## src/rtl/fetch_sequencer.sv

```systemverilog
// fetch_sequencer
// Instruction-fetch front end of the four-stage pipeline (FETCH, READ, EXEC, WB).
// It owns the program counter and drives the instruction-memory address.
// It offers the fetched word to IR1.
// It keeps a PC history aligned with IR1..IR3, so a branch resolved in EXEC
// can compute its target from the PC of the branch instruction itself.
// When STOP is fetched, the PC is held while the pipeline drains.
// A cycle counter runs from reset release until STOP retires in WB.
// The branch offset is taken from ir3[7:4], so PC_WIDTH is expected to be at
// least 4.

module fetch_sequencer #(
  parameter int                  PC_WIDTH  = 8,
  parameter logic [PC_WIDTH-1:0] RESET_PC  = '0,
  parameter int                  CNT_WIDTH = 16
) (
  input  logic                 clock,
  input  logic                 reset,
  input  logic                 branch,
  input  logic                 ir1_load,
  input  logic [7:0]           ir3,
  input  logic [7:0]           ir4,
  input  logic                 en_wb,
  input  logic [7:0]           mem_data,
  output logic [PC_WIDTH-1:0]  mem_addr,
  output logic [7:0]           instr_out,
  output logic [PC_WIDTH-1:0]  pc3,
  output logic                 halted,
  output logic [CNT_WIDTH-1:0] cycle_count
);

  // Opcode of the STOP instruction, found in the low nibble of a word.
  localparam logic [3:0] STOP_OP = 4'h1;

  // RUN fetches normally.
  // DRAIN freezes the PC while the STOP word moves down the pipe.
  // HALT is terminal until reset.
  typedef enum logic [1:0] {
    RUN   = 2'd0,
    DRAIN = 2'd1,
    HALT  = 2'd2
  } state_e;

  state_e                state_q;
  state_e                state_d;
  logic [PC_WIDTH-1:0]   pc_q;
  logic [PC_WIDTH-1:0]   pc_d;
  logic [PC_WIDTH-1:0]   pc1_q;
  logic [PC_WIDTH-1:0]   pc2_q;
  logic [PC_WIDTH-1:0]   pc3_q;
  logic [CNT_WIDTH-1:0]  cnt_q;

  logic signed [3:0]     brOffset;
  logic [PC_WIDTH-1:0]   branchTarget;
  logic [PC_WIDTH-1:0]   pcIncr;
  logic                  fetchStop;
  logic                  retireStop;
  logic                  histShift;
  logic                  cntEn;

  // Decode helpers.
  // The branch target is relative to the PC of the branch instruction,
  // which is the instruction now sitting in EXEC (pc3).
  // The 4-bit offset is sign-extended by the sized cast.
  // All PC arithmetic wraps modulo 2^PC_WIDTH.
  always_comb begin
    brOffset     = ir3[7:4];
    branchTarget = pc3_q + PC_WIDTH'(1) + PC_WIDTH'(brOffset);
    pcIncr       = pc_q + PC_WIDTH'(1);
    fetchStop    = ir1_load && (mem_data[3:0] == STOP_OP);
    retireStop   = en_wb && (ir4[3:0] == STOP_OP);
  end

  // State register: the FSM state and the fetch PC.
  // A synchronous reset puts both back to their starting point,
  // even if the pipeline is in the middle of a drain.
  always_ff @(posedge clock) begin
    if (reset) begin
      state_q <= RUN;
      pc_q    <= RESET_PC;
    end else begin
      state_q <= state_d;
      pc_q    <= pc_d;
    end
  end

  // Next-state logic.
  // A taken branch in EXEC beats everything else in both RUN and DRAIN.
  // In DRAIN, a taken branch means the STOP was in the branch shadow,
  // so fetch resumes at the target.
  // The STOP-in-WB retire check only matters in DRAIN.
  // HALT ignores every input.
  always_comb begin
    state_d = state_q;
    pc_d    = pc_q;
    unique case (state_q)
      RUN: begin
        if (branch) begin
          pc_d = branchTarget;
        end else if (fetchStop) begin
          state_d = DRAIN;
        end else if (ir1_load) begin
          pc_d = pcIncr;
        end
      end
      DRAIN: begin
        if (branch) begin
          pc_d    = branchTarget;
          state_d = RUN;
        end else if (retireStop) begin
          state_d = HALT;
        end
      end
      HALT: begin
        state_d = HALT;
      end
      default: begin
        state_d = RUN;
        pc_d    = RESET_PC;
      end
    endcase
  end

  // Output and enable logic.
  // The memory address is simply the PC.
  // The memory word passes straight through to IR1. While draining, the PC
  // is frozen on the STOP word, so repeated IR1 loads are harmless.
  // The counter skips the edge on which HALT is entered, so its final value
  // excludes the retire edge.
  always_comb begin
    mem_addr    = pc_q;
    instr_out   = mem_data;
    pc3         = pc3_q;
    halted      = (state_q == HALT);
    cycle_count = cnt_q;
    histShift   = ir1_load && (state_q != HALT);
    cntEn       = (state_q != HALT) && (state_d != HALT);
  end

  // PC history.
  // It shifts with the same enable as IR1, so pc1..pc3 stay aligned with
  // the instructions in IR1..IR3.
  // It is frozen once halted.
  always_ff @(posedge clock) begin
    if (reset) begin
      pc1_q <= '0;
      pc2_q <= '0;
      pc3_q <= '0;
    end else if (histShift) begin
      pc1_q <= pc_q;
      pc2_q <= pc1_q;
      pc3_q <= pc2_q;
    end
  end

  // Performance cycle counter.
  // It counts every RUN and DRAIN cycle after reset release.
  // It wraps naturally at 2^CNT_WIDTH.
  always_ff @(posedge clock) begin
    if (reset) begin
      cnt_q <= '0;
    end else if (cntEn) begin
      cnt_q <= cnt_q + CNT_WIDTH'(1);
    end
  end

endmodule
```

## config.mk

```make
export PLATFORM = sky130hd
export DESIGN_NAME = fetch_sequencer
export DESIGN_NICKNAME = d
export VERILOG_FILES = /design/src/rtl/fetch_sequencer.sv
export SDC_FILE = /design/constraint.sdc
export NUM_CORES = 1
export LEC_CHECK = 0
export CAP_MARGIN = 20
export CELL_PAD_IN_SITES_DETAIL_PLACEMENT = 0
export CELL_PAD_IN_SITES_GLOBAL_PLACEMENT = 1
export CORE_MARGIN = 4
export CORE_UTILIZATION = 25
export CTS_BUF_LIST = sky130_fd_sc_hd__clkbuf_16
export DETAILED_ROUTE_END_ITERATION = 8
export HOLD_SLACK_MARGIN = 0.03
export PLACE_DENSITY_LB_ADDON = 0.25
export SETUP_SLACK_MARGIN = 0.4
export SLEW_MARGIN = 10
export SYNTH_ARGS = -nofsm -noshare
export SYNTH_HDL_FRONTEND = slang
export SYNTH_SLANG_ARGS = --single-unit
```

## constraint.sdc

```tcl
create_clock -name clock -period 3 [get_ports clock]
set_input_delay 0.9 -clock clock [delete_from_list [all_inputs] [get_ports clock]]
set_output_delay 0.9 -clock clock [all_outputs]
set_load 0.05 [all_outputs]
```

# Word-level counts from Yosys, hierarchy flattened
# Cells that the tools add are included.
# word_totals
mem_count	0
latchBits	0
mem_bits_ro	0
in_bits	29
mem_bits_rw	0
ff_bits	50
elab_cells	36
out_inout_bits	41
# classes
div	0
eq_ne	9
muxes	10
n_mul	0
n_addsub	4
n_reduce_logical	6
magnitude_cmp	0
n_shift	0
bitwise	1
# ops
cell	n
$mux 8	4
$pmux 8 s3	1
$add 16x1->16 const B	1
$add 8x1->8 const B	2
$add 8x8->8	1
$eq 4x1->1 const B	2
$mux 2	4
$ne 2x2->1 const B	3
$ne 3x3->1 const B	2
$pmux 2 s3	1
$logic_and 1x1->1	4
$reduce_and 4->1	1
$eq 2x1->1 const B	1
$eq 2x2->1 const B	1
$logic_not 2->1	1
$not 1->1	1

# Logic depth before layout (Yosys ltp)
# Gate-level depths: netlist of run 1.
# depth
depth_word	7
ltp_mapped	8
ltp_nobuf	8

# Worst setup path before layout of run 1
# No wires, ideal clock.
# synth_timing
kind	input to register
start	input port ir3[4]
end	register pc_q[4], in the netlist mem_addr[4]
path_stages	8
t_required_ps	2897
slack_ps	424
setup_time_ps	103
n_path_buf	0
t_arrival_ps	2473
cell_sequence	inv_1 ha_1 fa_1 nor2b_1 o22ai_1 mux2i_1 o31a_1 a2111oi_2
# synth_between
elab_chain_len	3
word_cells_on_any_way	4
cone_classes	1 x add/sub; 3 x mux
# synth_lines
element	line_no	text
start, declared	21	input logic [7:0] ir3,
$add 8x8->8 (*)	68	branchTarget = pc3_q + PC_WIDTH'(1) + PC_WIDTH'(brOffset);
$mux 8 (on tied branches)	107, 98	
$pmux 8 s3 (*)	96	unique case (state_q)
end signal, assigned	83	pc_q <= pc_d;
end, declared	46	logic [PC_WIDTH-1:0] pc_q;
# Mark *: on every way between the ends. The rest lies on a longest branch, timed or not. The select of a mux whose other input is x is not followed.
# A chain may end at the register's enable or synchronous reset.

# Final worst setup path of run 1
# layout_timing
start	register pc_q[6], in the netlist mem_addr[6]
end	output port mem_addr[6]
# layout_rtl
element	line_no	text
end, declared	25	output logic [PC_WIDTH-1:0] mem_addr,
# No word-level cell between the ends.

==> results of run 1 <==
==> metal layers <==
layer	routed length (um)	up-vias	track usage, %
li1	-	1238	-
met1	3452	1160	15.30
met2	3433	53	19.26
met3	269	12	3.002
met4	157	0	4.217
met5	0	-	0
==> layout make-up <==
type | instances | area (um2) | share of cell area (%)
multi-input cells | 245 | 1539 | 43.01
flip-flops and latches | 50 | 1001 | 27.97
repair buffers | 66 | 678.2 | 18.95
well taps | 136 | 170.2 | 4.755
clock buffers | 5 | 125.1 | 3.497
inverters | 12 | 45.04 | 1.259
clock inverters | 3 | 20.02 | 0.5594
==> worst min path at each step <==
stage / from / end / slack (ns) / cells past startpoint
3_3_place_gp: pc1_q[6] / pc2_q[6] / 0.44 / 2
6_report: pc1_q[6] / pc2_q[6] / 0.45 / 2
5_1_grt: pc2_q[6] / pc2_q[6] / 0.47 / 2
2_1_floorplan: pc1_q[0] / pc2_q[0] / 0.43 / 2
3_5_place_dp: pc1_q[6] / pc2_q[6] / 0.45 / 2
4_1_cts: pc1_q[6] / pc2_q[6] / 0.46 / 2
==> power by group through the flow <==
stage	registers (W)	clock network, W	logic (W)
final	0.000706	0.000570	0.000258
after global routing	0.000710	0.000622	0.000281
after CTS	0.000706	0.000597	0.000255
after detailed placement	0.000721	0	0.000251
after global placement	0.000722	0	0.000249
after floorplan	0.000759	0	0.000129
==> flip-flops by register name (all words and copies together) (netlist names) <==
register,cells
pc2_q,8
cycle_count,16
pc1_q,8
pc3,8
state_q,2
mem_addr,8
==> cell usage after synthesis, types with 4 or more instances <==
cell and n:
nand2_1 64, dfxtp_1 50, a21oi_1 33, nor2_1 30, xor2_1 13, buf_4 12
inv_1 12, nand3_1 12, clkbuf_1 11, ha_1 9, nand4_1 7, xnor2_1 6
a31oi_1 4, and4_1 4, nor3_1 4, o21ai_0 4
==> per-stage QoR <==
step                setup WS (ns)  power [W]  std cells  setup TNS [ns]  area [um2]
finish                     0.4722   0.001534        517               0        3578
global placement          -0.1611  0.0009711        505         -0.2152        3324
global route               0.3735   0.001612        517               0        3578
detailed placement        -0.1945  0.0009719        505         -0.2896        3324
floorplan                  0.4237  0.0008882        332               0        2665
CTS                        0.4055   0.001558        513               0        3495
==> kinds of logic after synthesis <==
| kind of cell | synth area share (%) |
|---|---|
| AND/OR/NAND/NOR | 26.90 |
| AO/OA/AOI/OAI | 16.20 |
| flip-flops | 37.56 |
| buffers and inverters | 6.995 |
| XOR/XNOR | 6.244 |
| adder cells (fa/ha/maj) | 4.977 |
| multiplexers | 1.127 |
==> what timing repair did <==
item	4_1_cts	5_1_grt
pin swaps	4	7
gates resized for setup	6	16
setup buffers	0	4
setup endpoints to repair	2	9
==> impl_metrics.env, run 1 <==
export IMPL_path_buf_inv=1
export IMPL_grt_max_degree=37
export IMPL_grt_first_pass_wirelength_um=12060
export IMPL_dieArea_um2=12380
export IMPL_dp_hpwl_um=5207
export IMPL_firstDrtPassIters=5
export IMPL_io_buffers=53
export IMPL_crit_family="buffers and inverters"
export IMPL_cts_tree="done"
export IMPL_die_x_um=111.3
export IMPL_power_switching_w=0.0004366
export IMPL_syn2layout_area_growth_pct=34.27
export IMPL_synth_edf_count=0
export IMPL_root_buffer="clkbuf_16"
export IMPL_cts_hold_buf=0
export IMPL_die_h_um=111.3
export IMPL_vias_per_cell=4.764
export IMPL_yosys_warnings=0
export IMPL_antenna_left=0
export IMPL_p_leak_nw=1.374
export IMPL_path_max_fanout=5
export IMPL_clockBufferDepth=2
export IMPL_synth_top_area_cell="dfxtp_1"
export IMPL_path_depth=1
export IMPL_syn_area_per_cell_um2=8.027
export IMPL_num_nets_final=419
export IMPL_fin_skew_ns=0.005654
export IMPL_start_util_pct=25.70
export IMPL_crit_type="reg2out"
export IMPL_cts_max_level=2
export IMPL_critical_path_slowest_cell="clkdlybuf4s50_1"
export IMPL_synth_main_ff_cell="dfxtp_1"
export IMPL_core_um2=10370
export IMPL_p_clk_share_pct=37.2
export IMPL_p_per_area_nw_per_um2=428.8
export IMPL_finalCritPeriodShare_pct=84.26
export IMPL_routabilityCongestion=0.7700
export IMPL_crit_required_ns=2.10
export IMPL_final_cell_mix="nand2_1, dfxtp_1, clkdlybuf4s50_1"
export IMPL_startpoint="mem_addr[6]"
export IMPL_layout_commonest_cell="nand2_1"
export IMPL_clock_sinks=50
export IMPL_cp_arrival_ns=1.63
export IMPL_cap_violations=0
export IMPL_overflow=0
export IMPL_path_cells="clkdlybuf4s50_1"
export IMPL_start_kind="register"
export IMPL_seqPwrFrac_pct=46.0
export IMPL_antenna_found_initial=0
export IMPL_cts_buffers=5
export IMPL_p_sw_share_pct=28.45
export IMPL_async_flop_share_pct=0
export IMPL_syn_num_nets=371
export IMPL_vdd_drop_max_mv=0.1910
export IMPL_worst_pin_slew_ns=0.7347
export IMPL_slew_viol_final=0
export IMPL_rsz0062_at_grt="yes"
export IMPL_final_util_pct=34.51
export IMPL_syn_cell_area_um2=2665
export IMPL_seq_area_frac_synth_pct=37.56
export IMPL_r2r_end="mem_addr[4]"
export IMPL_slowest_delay_ns=0.87
export IMPL_worstHoldPathType="reg2reg"
export IMPL_finalCriticalPeriod_ns=2.528
export IMPL_ys_top_cells_by_area="dfxtp_1, nand2_1, a21oi_1, xor2_1, ha_1"
export IMPL_critPathCaptureType="output port"
export IMPL_setup_viol=0
export IMPL_worstRegToRegCells=9
export IMPL_slew_headroom_pct=51.02
export IMPL_diodes=0
export IMPL_rows=37
export IMPL_yosys_register_bits=50
export IMPL_cts_clk_slew_worst_paths_ns=0.07
export IMPL_vias=2463
export IMPL_drt_initial_drc_count=76
export IMPL_r2r_start="pc3[0]"
export IMPL_wl_per_cell_um=14.14
export IMPL_nFillCells=1123
export IMPL_synth_top_area_share_pct=37.56
export IMPL_fmax_mhz=395.6
export IMPL_reg2reg_slack_ns=1.02
export IMPL_clk_latency_ns=0.29
export IMPL_power_frac_comb_pct=16.8
export IMPL_holdWs_ns=0.4524
export IMPL_wl_um=7312
export IMPL_yosysUniqueCellTypes=54
export IMPL_drc=0
export IMPL_syn_inst=332
export IMPL_layout_drive_gt1_share_pct=13.91
export IMPL_p_int_w=0.001098
export IMPL_finalHoldViolations=0
export IMPL_status="completed"
export IMPL_critical_path_endpoint="mem_addr[6]"
export IMPL_num_io_pins=70
export IMPL_grt_pass1_vias=2424
export IMPL_grt_use_total_pct=11.89
Note: power is estimated with default switching activity, not from simulation.
==> inputs of run 2 (changes only) <==
==> constraint.sdc (replaced) <==
create_clock -name clock -period 2.6 [get_ports clock]
set_input_delay 0.78 -clock clock [delete_from_list [all_inputs] [get_ports clock]]
set_output_delay 0.78 -clock clock [all_outputs]
set_load 0.05 [all_outputs]
==> impl_metrics.env, run 2 (synthesized netlist as in run 1, its figures left out) <==
export IMPL_status="completed"
export IMPL_drt_initial_drc_count=106
export IMPL_p_int_w=0.001361
export IMPL_start_util_pct=25.70
export IMPL_fin_tns_setup_ns=0
export IMPL_start_kind="primary input"
export IMPL_rsz0062_at_grt="yes"
export IMPL_firstDrtPassIters=4
export IMPL_num_io_pins=70
export IMPL_final_cell_mix="nand2_1, dfxtp_1, dlygate4sd2_1"
export IMPL_fmax_mhz=464.3
export IMPL_num_nets_final=434
export IMPL_worst_pin_slew_ns=0.6794
export IMPL_cts_tree="done"
export IMPL_cts_clk_slew_worst_paths_ns=0.07
export IMPL_crit_type="in2reg"
export IMPL_syn2layout_area_growth_pct=40.09
export IMPL_antenna_found_initial=0
export IMPL_cts_buffers=5
export IMPL_p_leak_nw=1.550
export IMPL_path_max_fanout=7
export IMPL_fin_ws_ns=0.4460
export IMPL_die_h_um=111.3
export IMPL_pre_cts_ws_ns=-0.4090
export IMPL_slew_headroom_pct=54.70
export IMPL_whs_path_depth=2
export IMPL_seqPwrFrac_pct=43.9
export IMPL_layout_commonest_cell="nand2_1"
export IMPL_routabilityCongestion=0.7526
export IMPL_largest_reg_flops=16
export IMPL_power_frac_comb_pct=16.7
export IMPL_vias=2462
export IMPL_io_buffers=53
export IMPL_antenna_left=0
export IMPL_grt_first_pass_wirelength_um=12290
export IMPL_clock_sinks=50
export IMPL_worstHoldPathType="reg2reg"
export IMPL_cp_arrival_ns=2.31
export IMPL_crit_required_ns=2.75
export IMPL_power_switching_w=0.0004931
export IMPL_setup_viol=0
export IMPL_cts_max_level=2
export IMPL_layout_drive_gt1_share_pct=18.99
export IMPL_grt_pass1_vias=2393
export IMPL_worstRegToRegCells=7
export IMPL_clk_latency_ns=0.29
export IMPL_drc=0
export IMPL_fin_skew_ns=0.007241
export IMPL_diodes=0
export IMPL_grt_max_degree=35
export IMPL_p_clk_share_pct=39.4
export IMPL_wl_per_cell_um=13.62
export IMPL_wl_um=7231
export IMPL_die_x_um=111.3
export IMPL_clockBufferDepth=2
export IMPL_fin_area_um2=3734
export IMPL_dp_hpwl_um=5220
export IMPL_cap_violations=0
export IMPL_finalHoldViolations=0
export IMPL_vias_per_cell=4.637
export IMPL_dieArea_um2=12380
export IMPL_core_um2=10370
export IMPL_vdd_drop_max_mv=0.2837
export IMPL_finalCriticalPeriod_ns=2.154
export IMPL_placed_area_um2=3493
export IMPL_root_buffer="clkbuf_16"
export IMPL_grt_use_total_pct=11.90
export IMPL_cts_hold_buf=0
export IMPL_p_per_area_nw_per_um2=496.7
export IMPL_finalCritPeriodShare_pct=82.85
export IMPL_slew_viol_final=0
export IMPL_critPathCaptureType="register"
export IMPL_rows=37
export IMPL_overflow=0
export IMPL_p_sw_share_pct=26.59
export IMPL_reg2reg_slack_ns=0.63
-- run 2: cell types whose count changed in the layout (fill, tap and decap cells not counted), moves of 7 or more --
cell | previous run | this run
buf_4 | 14 | 25
clkdlybuf4s50_1 | 40 | 6
dlygate4sd2_1 | 0 | 37
dlymetal6s2s_1 | 7 | 0
-- run 2: final timing paths --
path / from / endpoint
hold / removal: pc1_q[4] / pc2_q[4]
setup reg to reg: pc3[0] / mem_addr[6]
hold reg to reg: pc1_q[4] / pc2_q[4]
setup / recovery: mem_data[1] / mem_addr[0]
-- run 2: area by class of cell --
type / count / area (um2)
clock buffer: 5 / 125.1
clock inverter: 2 / 33.78
fill: 1123 / 6636
inverter: 12 / 52.55
multi-input combinational: 245 / 1585
sequential: 50 / 1005
tap: 136 / 170.2
timing repair buffer: 81 / 762.0
-- run 2: timing repair --
item / in CTS / in global routing
setup endpoints to repair: 54 / 14
pin swaps: 11 / 6
gates resized for setup: 61 / 11
buffers inserted: 2 / 1
-- run 2: per-stage QoR --
stage | total power [W] | hold WS (ns) | cells | util (%)
CTS | 0.001873 | 0.4547 | 530 | 35.55
detailed placement | 0.001142 | 0.4451 | 521 | 33.69
floorplan | 0.001027 | 0.4246 | 332 | -
finish | 0.001854 | 0.4495 | 531 | 36.00
global placement | 0.001142 | 0.4344 | 521 | 33.69
global route | 0.001928 | 0.4802 | 531 | 36.00
-- run 2: worst max-delay path: stages --
cell and delay (ns):
dlygate4sd2_1 0.24, or4b_4 0.54, and2_4 0.20, o21ai_4 0.24
mux2i_1 0.25, nor2_1 0.05
-- run 2: routing by layer --
| layer | wire length [um] | vias to the layer above | global-route usage, % |
|---|---|---|---|
| li1 | - | 1262 | - |
| met5 | 0 | - | 0 |
| met2 | 3259 | 36 | 19.10 |
| met3 | 219 | 4 | 2.456 |
| met1 | 3698 | 1160 | 16.51 |
| met4 | 54 | 0 | 2.433 |
-- run 2: power by group through the flow --
stage	Clock [W]	Sequential, W	Combinational [W]
6_report	0.000731	0.000814	0.000310
5_1_grt	0.000772	0.000819	0.000337
4_1_cts	0.000752	0.000814	0.000307
3_5_place_dp	0	0.000832	0.000310
3_3_place_gp	0	0.000832	0.000310
2_1_floorplan	0	0.000876	0.000151
